<file path="config.mk">
export PLATFORM = sky130hd
export DESIGN_NAME = md_unit_iter
export DESIGN_NICKNAME = d
export VERILOG_FILES = /design/src/rtl/md_unit_iter.sv
export SDC_FILE = /design/constraint.sdc
export NUM_CORES = 2
export LEC_CHECK = 0
export BUFFER_PORTS_ARGS = -buffer_cell sky130_fd_sc_hd__buf_2
export CAP_MARGIN = 20
export CORE_AREA = 2 2 356 429
export DETAILED_ROUTE_END_ITERATION = 10
export DIE_AREA = 0 0 358 431
export GPL_TIMING_DRIVEN = 0
export HOLD_SLACK_MARGIN = 0.08
export PLACE_DENSITY = 0.58
export SYNTH_ARGS = -nofsm -noshare
export SYNTH_HDL_FRONTEND = slang
export SYNTH_SLANG_ARGS = --single-unit
</file>
<file path="constraint.sdc">
create_clock -name clk -period 10.9 [get_ports clk]
set_input_delay 0.545 -clock clk [delete_from_list [all_inputs] [get_ports clk]]
set_output_delay 0.545 -clock clk [all_outputs]
set_load 0.01 [all_outputs]
</file>
<file path="src/rtl/md_unit_iter.sv">
// HI/LO multiply/divide unit: pipelined-latency multiply and radix-2 restoring divide.
// Optional multiply-accumulate ops (madd/maddu/msub/msubu) under `define MD_MACC_EN.
module md_unit_iter #(
   parameter int WIDTH    = 32,
   parameter int MULT_LAT = 5
) (
   input  logic             clk,
   input  logic             reset,
   input  logic [3:0]       md_op,
   input  logic             md_flush,
   input  logic [WIDTH-1:0] rs,
   input  logic [WIDTH-1:0] rt,
   output logic             md_busy,
   output logic             md_stall,
   output logic [WIDTH-1:0] md_out
);

   localparam int MAXC = (WIDTH > MULT_LAT) ? WIDTH : MULT_LAT;
   localparam int CW   = $clog2(MAXC + 1);
   localparam int W2   = 2 * WIDTH;

   localparam logic [3:0] OP_MULT  = 4'd1;
   localparam logic [3:0] OP_MULTU = 4'd2;
   localparam logic [3:0] OP_DIV   = 4'd3;
   localparam logic [3:0] OP_DIVU  = 4'd4;
   localparam logic [3:0] OP_MFHI  = 4'd5;
   localparam logic [3:0] OP_MFLO  = 4'd6;
   localparam logic [3:0] OP_MTHI  = 4'd7;
   localparam logic [3:0] OP_MTLO  = 4'd8;
   localparam logic [3:0] OP_MADD  = 4'd9;
   localparam logic [3:0] OP_MADDU = 4'd10;
   localparam logic [3:0] OP_MSUB  = 4'd11;
   localparam logic [3:0] OP_MSUBU = 4'd12;

   typedef enum logic [1:0] {
      S_IDLE,
      S_MUL,
      S_DIV,
      S_FIX
   } state_t;

   state_t           r_state, w_state_n;
   logic [WIDTH-1:0] r_hi, w_hi_n;
   logic [WIDTH-1:0] r_lo, w_lo_n;
   logic [CW-1:0]    r_cnt, w_cnt_n;
   logic [W2-1:0]    r_temp, w_temp_n;
   logic [WIDTH-1:0] r_rem, w_rem_n;
   logic [WIDTH-1:0] r_quo, w_quo_n;
   logic [WIDTH-1:0] r_dvsr, w_dvsr_n;
   logic             r_negq, w_negq_n;
   logic             r_negr, w_negr_n;
   logic             r_dz, w_dz_n;
   logic             r_busy, w_busy_n;

   logic             w_is_mul, w_is_div, w_is_macc;
   logic             w_psgn, w_dsgn, w_op_valid, w_accept;
   logic [W2-1:0]    w_a, w_b, w_prod, w_mul_res;
   logic [WIDTH-1:0] w_abs_rs, w_abs_rt;
   logic [WIDTH:0]   w_sh;
   logic             w_ge;
   logic [WIDTH-1:0] w_sub;

   assign w_is_mul = (md_op == OP_MULT) || (md_op == OP_MULTU);
   assign w_is_div = (md_op == OP_DIV) || (md_op == OP_DIVU);
   assign w_dsgn   = (md_op == OP_DIV);

`ifdef MD_MACC_EN
   logic w_acc_sub;
   assign w_is_macc = (md_op >= OP_MADD) && (md_op <= OP_MSUBU);
   assign w_acc_sub = (md_op == OP_MSUB) || (md_op == OP_MSUBU);
   assign w_psgn    = (md_op == OP_MULT) || (md_op == OP_MADD) ||
                      (md_op == OP_MSUB);
`else
   assign w_is_macc = 1'b0;
   assign w_psgn    = (md_op == OP_MULT);
`endif

   assign w_op_valid = w_is_mul || w_is_div || w_is_macc ||
                       (md_op == OP_MFHI) || (md_op == OP_MFLO) ||
                       (md_op == OP_MTHI) || (md_op == OP_MTLO);

   assign w_accept = (r_state == S_IDLE) && !md_flush;

   // Sign-extended operands give the signed product modulo 2^(2*WIDTH)
   assign w_a    = {{WIDTH{w_psgn & rs[WIDTH-1]}}, rs};
   assign w_b    = {{WIDTH{w_psgn & rt[WIDTH-1]}}, rt};
   assign w_prod = w_a * w_b;

`ifdef MD_MACC_EN
   assign w_mul_res = !w_is_macc ? w_prod :
                      w_acc_sub  ? ({r_hi, r_lo} - w_prod) :
                                   ({r_hi, r_lo} + w_prod);
`else
   assign w_mul_res = w_prod;
`endif

   assign w_abs_rs = (w_dsgn && rs[WIDTH-1]) ? -rs : rs;
   assign w_abs_rt = (w_dsgn && rt[WIDTH-1]) ? -rt : rt;

   assign w_sh  = {r_rem, r_quo[WIDTH-1]};
   assign w_ge  = (w_sh >= {1'b0, r_dvsr});
   assign w_sub = w_sh[WIDTH-1:0] - r_dvsr;

   always_comb begin
      w_state_n = r_state;
      w_hi_n    = r_hi;
      w_lo_n    = r_lo;
      w_cnt_n   = r_cnt;
      w_temp_n  = r_temp;
      w_rem_n   = r_rem;
      w_quo_n   = r_quo;
      w_dvsr_n  = r_dvsr;
      w_negq_n  = r_negq;
      w_negr_n  = r_negr;
      w_dz_n    = r_dz;
      w_busy_n  = r_busy;
      unique case (r_state)
         S_IDLE: begin
            if (w_accept) begin
               if (w_is_mul || w_is_macc) begin
                  w_temp_n  = w_mul_res;
                  w_cnt_n   = CW'(MULT_LAT - 1);
                  w_busy_n  = 1'b1;
                  w_state_n = S_MUL;
               end else if (w_is_div) begin
                  w_rem_n   = '0;
                  w_quo_n   = w_abs_rs;
                  w_dvsr_n  = w_abs_rt;
                  w_negq_n  = w_dsgn && (rs[WIDTH-1] ^ rt[WIDTH-1]);
                  w_negr_n  = w_dsgn && rs[WIDTH-1];
                  w_dz_n    = (rt == '0);
                  w_cnt_n   = CW'(WIDTH);
                  w_busy_n  = 1'b1;
                  w_state_n = S_DIV;
               end else if (md_op == OP_MTHI) begin
                  w_hi_n = rs;
               end else if (md_op == OP_MTLO) begin
                  w_lo_n = rs;
               end
            end
         end
         S_MUL: begin
            if (r_cnt == '0) begin
               {w_hi_n, w_lo_n} = r_temp;
               w_busy_n  = 1'b0;
               w_state_n = S_IDLE;
            end else begin
               w_cnt_n = r_cnt - 1'b1;
            end
         end
         S_DIV: begin
            w_rem_n = w_ge ? w_sub : w_sh[WIDTH-1:0];
            w_quo_n = {r_quo[WIDTH-2:0], w_ge};
            w_cnt_n = r_cnt - 1'b1;
            if (r_cnt == CW'(1)) w_state_n = S_FIX;
         end
         S_FIX: begin
            w_lo_n    = r_dz   ? '1 :
                        r_negq ? -r_quo : r_quo;
            w_hi_n    = r_negr ? -r_rem : r_rem;
            w_busy_n  = 1'b0;
            w_state_n = S_IDLE;
         end
      endcase
   end

   always_ff @(posedge clk) begin
      if (reset) begin
         r_state <= S_IDLE;
         r_hi    <= '0;
         r_lo    <= '0;
         r_cnt   <= '0;
         r_temp  <= '0;
         r_rem   <= '0;
         r_quo   <= '0;
         r_dvsr  <= '0;
         r_negq  <= 1'b0;
         r_negr  <= 1'b0;
         r_dz    <= 1'b0;
         r_busy  <= 1'b0;
      end else begin
         r_state <= w_state_n;
         r_hi    <= w_hi_n;
         r_lo    <= w_lo_n;
         r_cnt   <= w_cnt_n;
         r_temp  <= w_temp_n;
         r_rem   <= w_rem_n;
         r_quo   <= w_quo_n;
         r_dvsr  <= w_dvsr_n;
         r_negq  <= w_negq_n;
         r_negr  <= w_negr_n;
         r_dz    <= w_dz_n;
         r_busy  <= w_busy_n;
      end
   end

   assign md_busy  = r_busy;
   assign md_stall = r_busy && w_op_valid;
   assign md_out   = (md_op == OP_MFHI) ? r_hi :
                     (md_op == OP_MFLO) ? r_lo : '0;

endmodule

</file>
==> impl_metrics.json <==
{
  "die_area_mm2": 0.1543,
  "antenna_found_initial": 32,
  "first_global_vias": 46420,
  "async_reset_ff_share_pct": 0,
  "cap_violations": 0,
  "synth_edf_count": 0,
  "relSlewSlack_pct": 14.89,
  "drc": 0,
  "setup_violations": 0,
  "postCtsSetupBuffers": 0,
  "synthCells": 6082,
  "nets": 7668,
  "num_io_pins": 105,
  "multi_input_area_mm2": 0.04161,
  "synth_fa_ha_area_share_pct": 49.21,
  "clock_path_buffers": 3,
  "ys_warn_count": 0,
  "fin_area_mm2": 0.05662,
  "fin_crit_ps": 10660,
  "start_util_pct": 34.88,
  "drv_slew": 0,
  "area_growth_pct": 8.277,
  "grt_max_degree": 18,
  "gp_congestion": 1.008,
  "worstSetupEndpointType": "flop",
  "syn_nets": 7534,
  "layout.cells.non_filler": 8219,
  "cp-start-kind": "primary input",
  "firstDrtPassIters": 5,
  "tightest_slew_ps": 1277,
  "synth.mux.area_fraction_pct": 0.5790,
  "drtIter0Drc": 4151,
  "crit_buf_inv": 8,
  "synth_simple_gate_area_share_pct": 16.39,
  "grt_overflow": 0,
  "cp.required_ps": 11390,
  "htree_levels": 1,
  "crit_family": "adder cells",
  "wire_per_inst_um": 27.18,
  "synth_top_family_by_area": "adder cells",
  "status": "complete, no violations",
  "synth_compound_area_share_pct": 9.851,
  "insertion_delay_ps": 560,
  "grt.total_usage_pct": 28.95,
  "crit_fanout": 11,
  "drt-total-wl_um": 223400,
  "finalHoldViolations": 0,
  "cpPeakStageDelay_ps": 920,
  "portBuffers": 69,
  "avgSynthCellArea_um2": 8.598,
  "num_rows": 156,
  "grt_pass1_wl_um": 320400,
  "place_inst": 8160,
  "cts_tree": "done",
  "timing.critical_path.mode_cell": "fa_1",
  "dp_hpwl_um": 185500,
  "synthXorXnorAreaFrac_pct": 3.534,
  "ys_ff_latch": 236,
  "synth_cell_type_count": 72,
  "num_vias": 44465,
  "drive_gt1_share_pct": 2.986,
  "synth-main-ff-cell": "dfxtp_1",
  "syn-cell-area_mm2": 0.05229,
  "ant_nets": 0,
  "fin_hold_ws_ps": 392.4,
  "cts_buffers": 23,
  "fillers": 15562,
  "finalCritPeriodShare_pct": 97.79,
  "cp.arrival_ps": 11150,
  "hp-class": "primary input to flop",
  "finalClockSkew_ps": 26.10,
  "max_freq_ghz": 0.09382,
  "seq_area_mm2": 0.004725,
  "cts.repair.resized": 0,
  "rsz0062_at_grt": "false",
  "slowest_stage": "buf_1",
  "cts_root_buf": "clkbuf_16",
  "avgViaCountPerCell": 5.410,
  "cts_hold_buf": 0,
  "clkSinkCount": 236,
  "die_h_um": 431,
  "die_w_um": 358,
  "placed_cell_area_mm2": 0.05572,
  "clk_pin_slew_ps": 70,
  "ys_seq_area_share_pct": 9.035,
  "coreArea_mm2": 0.1499,
  "path_class": "primary input to flop"
}
-- state kept, by name, indices dropped and copies added (netlist names) --
signal	cells
r_negq	1
r_dz	1
r_cnt	6
r_state	2
md_busy	1
r_hi	32
r_temp	64
r_negr	1
r_lo	32
r_quo	32
r_dvsr	32
r_rem	32
-- cell usage after synthesis, drive strengths merged (28+ instances only) --
library cell,n,area share (%)
xnor2,154,2.6
nor2,217,1.6
a21oi,189,1.8
nand2,1022,7.3
a22o,34,0.57
a211oi,42,0.60
nand3,32,0.31
and2,377,4.5
ha,255,6.1
nor3,33,0.32
fa,1126,43
dfxtp,236,9.0
xor2,57,0.95
mux2i,28,0.54
inv,1190,8.5
buf,66,0.48
o31ai,31,0.52
clkbuf,331,2.4
a21o,43,0.62
a22oi,65,0.93
o21ai,178,1.7
a311oi,68,1.1
-- metrics by stage --
step	setup TNS [ps]	utilization [%]	setup slack, ps
after detailed placement	-71.85	37.17	-65.01
after floorplan	0	-	2673
final	0	37.77	240.9
after CTS	0	37.70	463.5
after global routing	0	37.75	36.32
after global placement	-235.2	36.76	-131.1
-- layer usage --
| layer | GRT usage (%) | share of wire (%) |
|---|---|---|
| met1 | 34.16 | 37 |
| met3 | 5.478 | 8.3 |
| met4 | 20.65 | 9.0 |
| met5 | 0 | 0.060 |
| met2 | 47.20 | 46 |
-- worst paths after layout --
check	startpoint	end	slack, ps	depth (start not counted)
setup / recovery	rs[21]	r_temp[57]	240	28
hold / removal	rt[0]	r_temp[0]	390	3
setup reg to reg	r_rem[0]	r_rem[30]	6850	11
hold reg to reg	r_temp[0]	r_temp[0]	460	2
-- worst reg2reg max path, delay by kind of cell, from the launching register on --
kind / cells / cell delay (ps)
adder cells (fa/ha/maj): 1 / 360
buffers and inverters: 1 / 300
flip-flops: 1 / 450
AO/OA/AOI/OAI: 8 / 2730
AND/OR/NAND/NOR: 1 / 120
-- cell usage in the layout (no fill, tap or decap), types with 28 or more instances in the layout --
| master | n |
|---|---|
| a22o_1 | 34 |
| fa_1 | 1126 |
| xnor2_1 | 154 |
| buf_2 | 73 |
| dfxtp_1 | 236 |
| nand3_1 | 32 |
| nor2_1 | 217 |
| a21oi_1 | 189 |
| a22oi_1 | 65 |
| o21ai_0 | 174 |
| ha_1 | 255 |
| nand2_1 | 1022 |
| xor2_1 | 57 |
| nor3_1 | 32 |
| inv_1 | 1190 |
| buf_1 | 61 |
| a21o_1 | 43 |
| a211oi_1 | 42 |
| clkbuf_1 | 329 |
| mux2i_1 | 28 |
| a311oi_1 | 68 |
| and2_1 | 376 |
-- cell families after synthesis --
group           count (synthesis)
compound gates                776
buf+inv                      1587
xor+xnor                      211
simple gates                 1861
fa+ha+maj                    1381
flops                         236
mux                            30
-- cell type report --
cell class                 count  area share, %
multi-input combinational   4259          73.49
sequential                   236          8.344
inverter                    1190          7.889
tap                         1975          4.364
buffer                       397          2.650
timing repair buffer         109          1.788
clock buffer                  28          1.120
clock inverter                10         0.2873
antenna                       15        0.06630
Power is not shown: default switching activity piles up to over one toggle a cycle in this logic, so the estimate is an artifact.
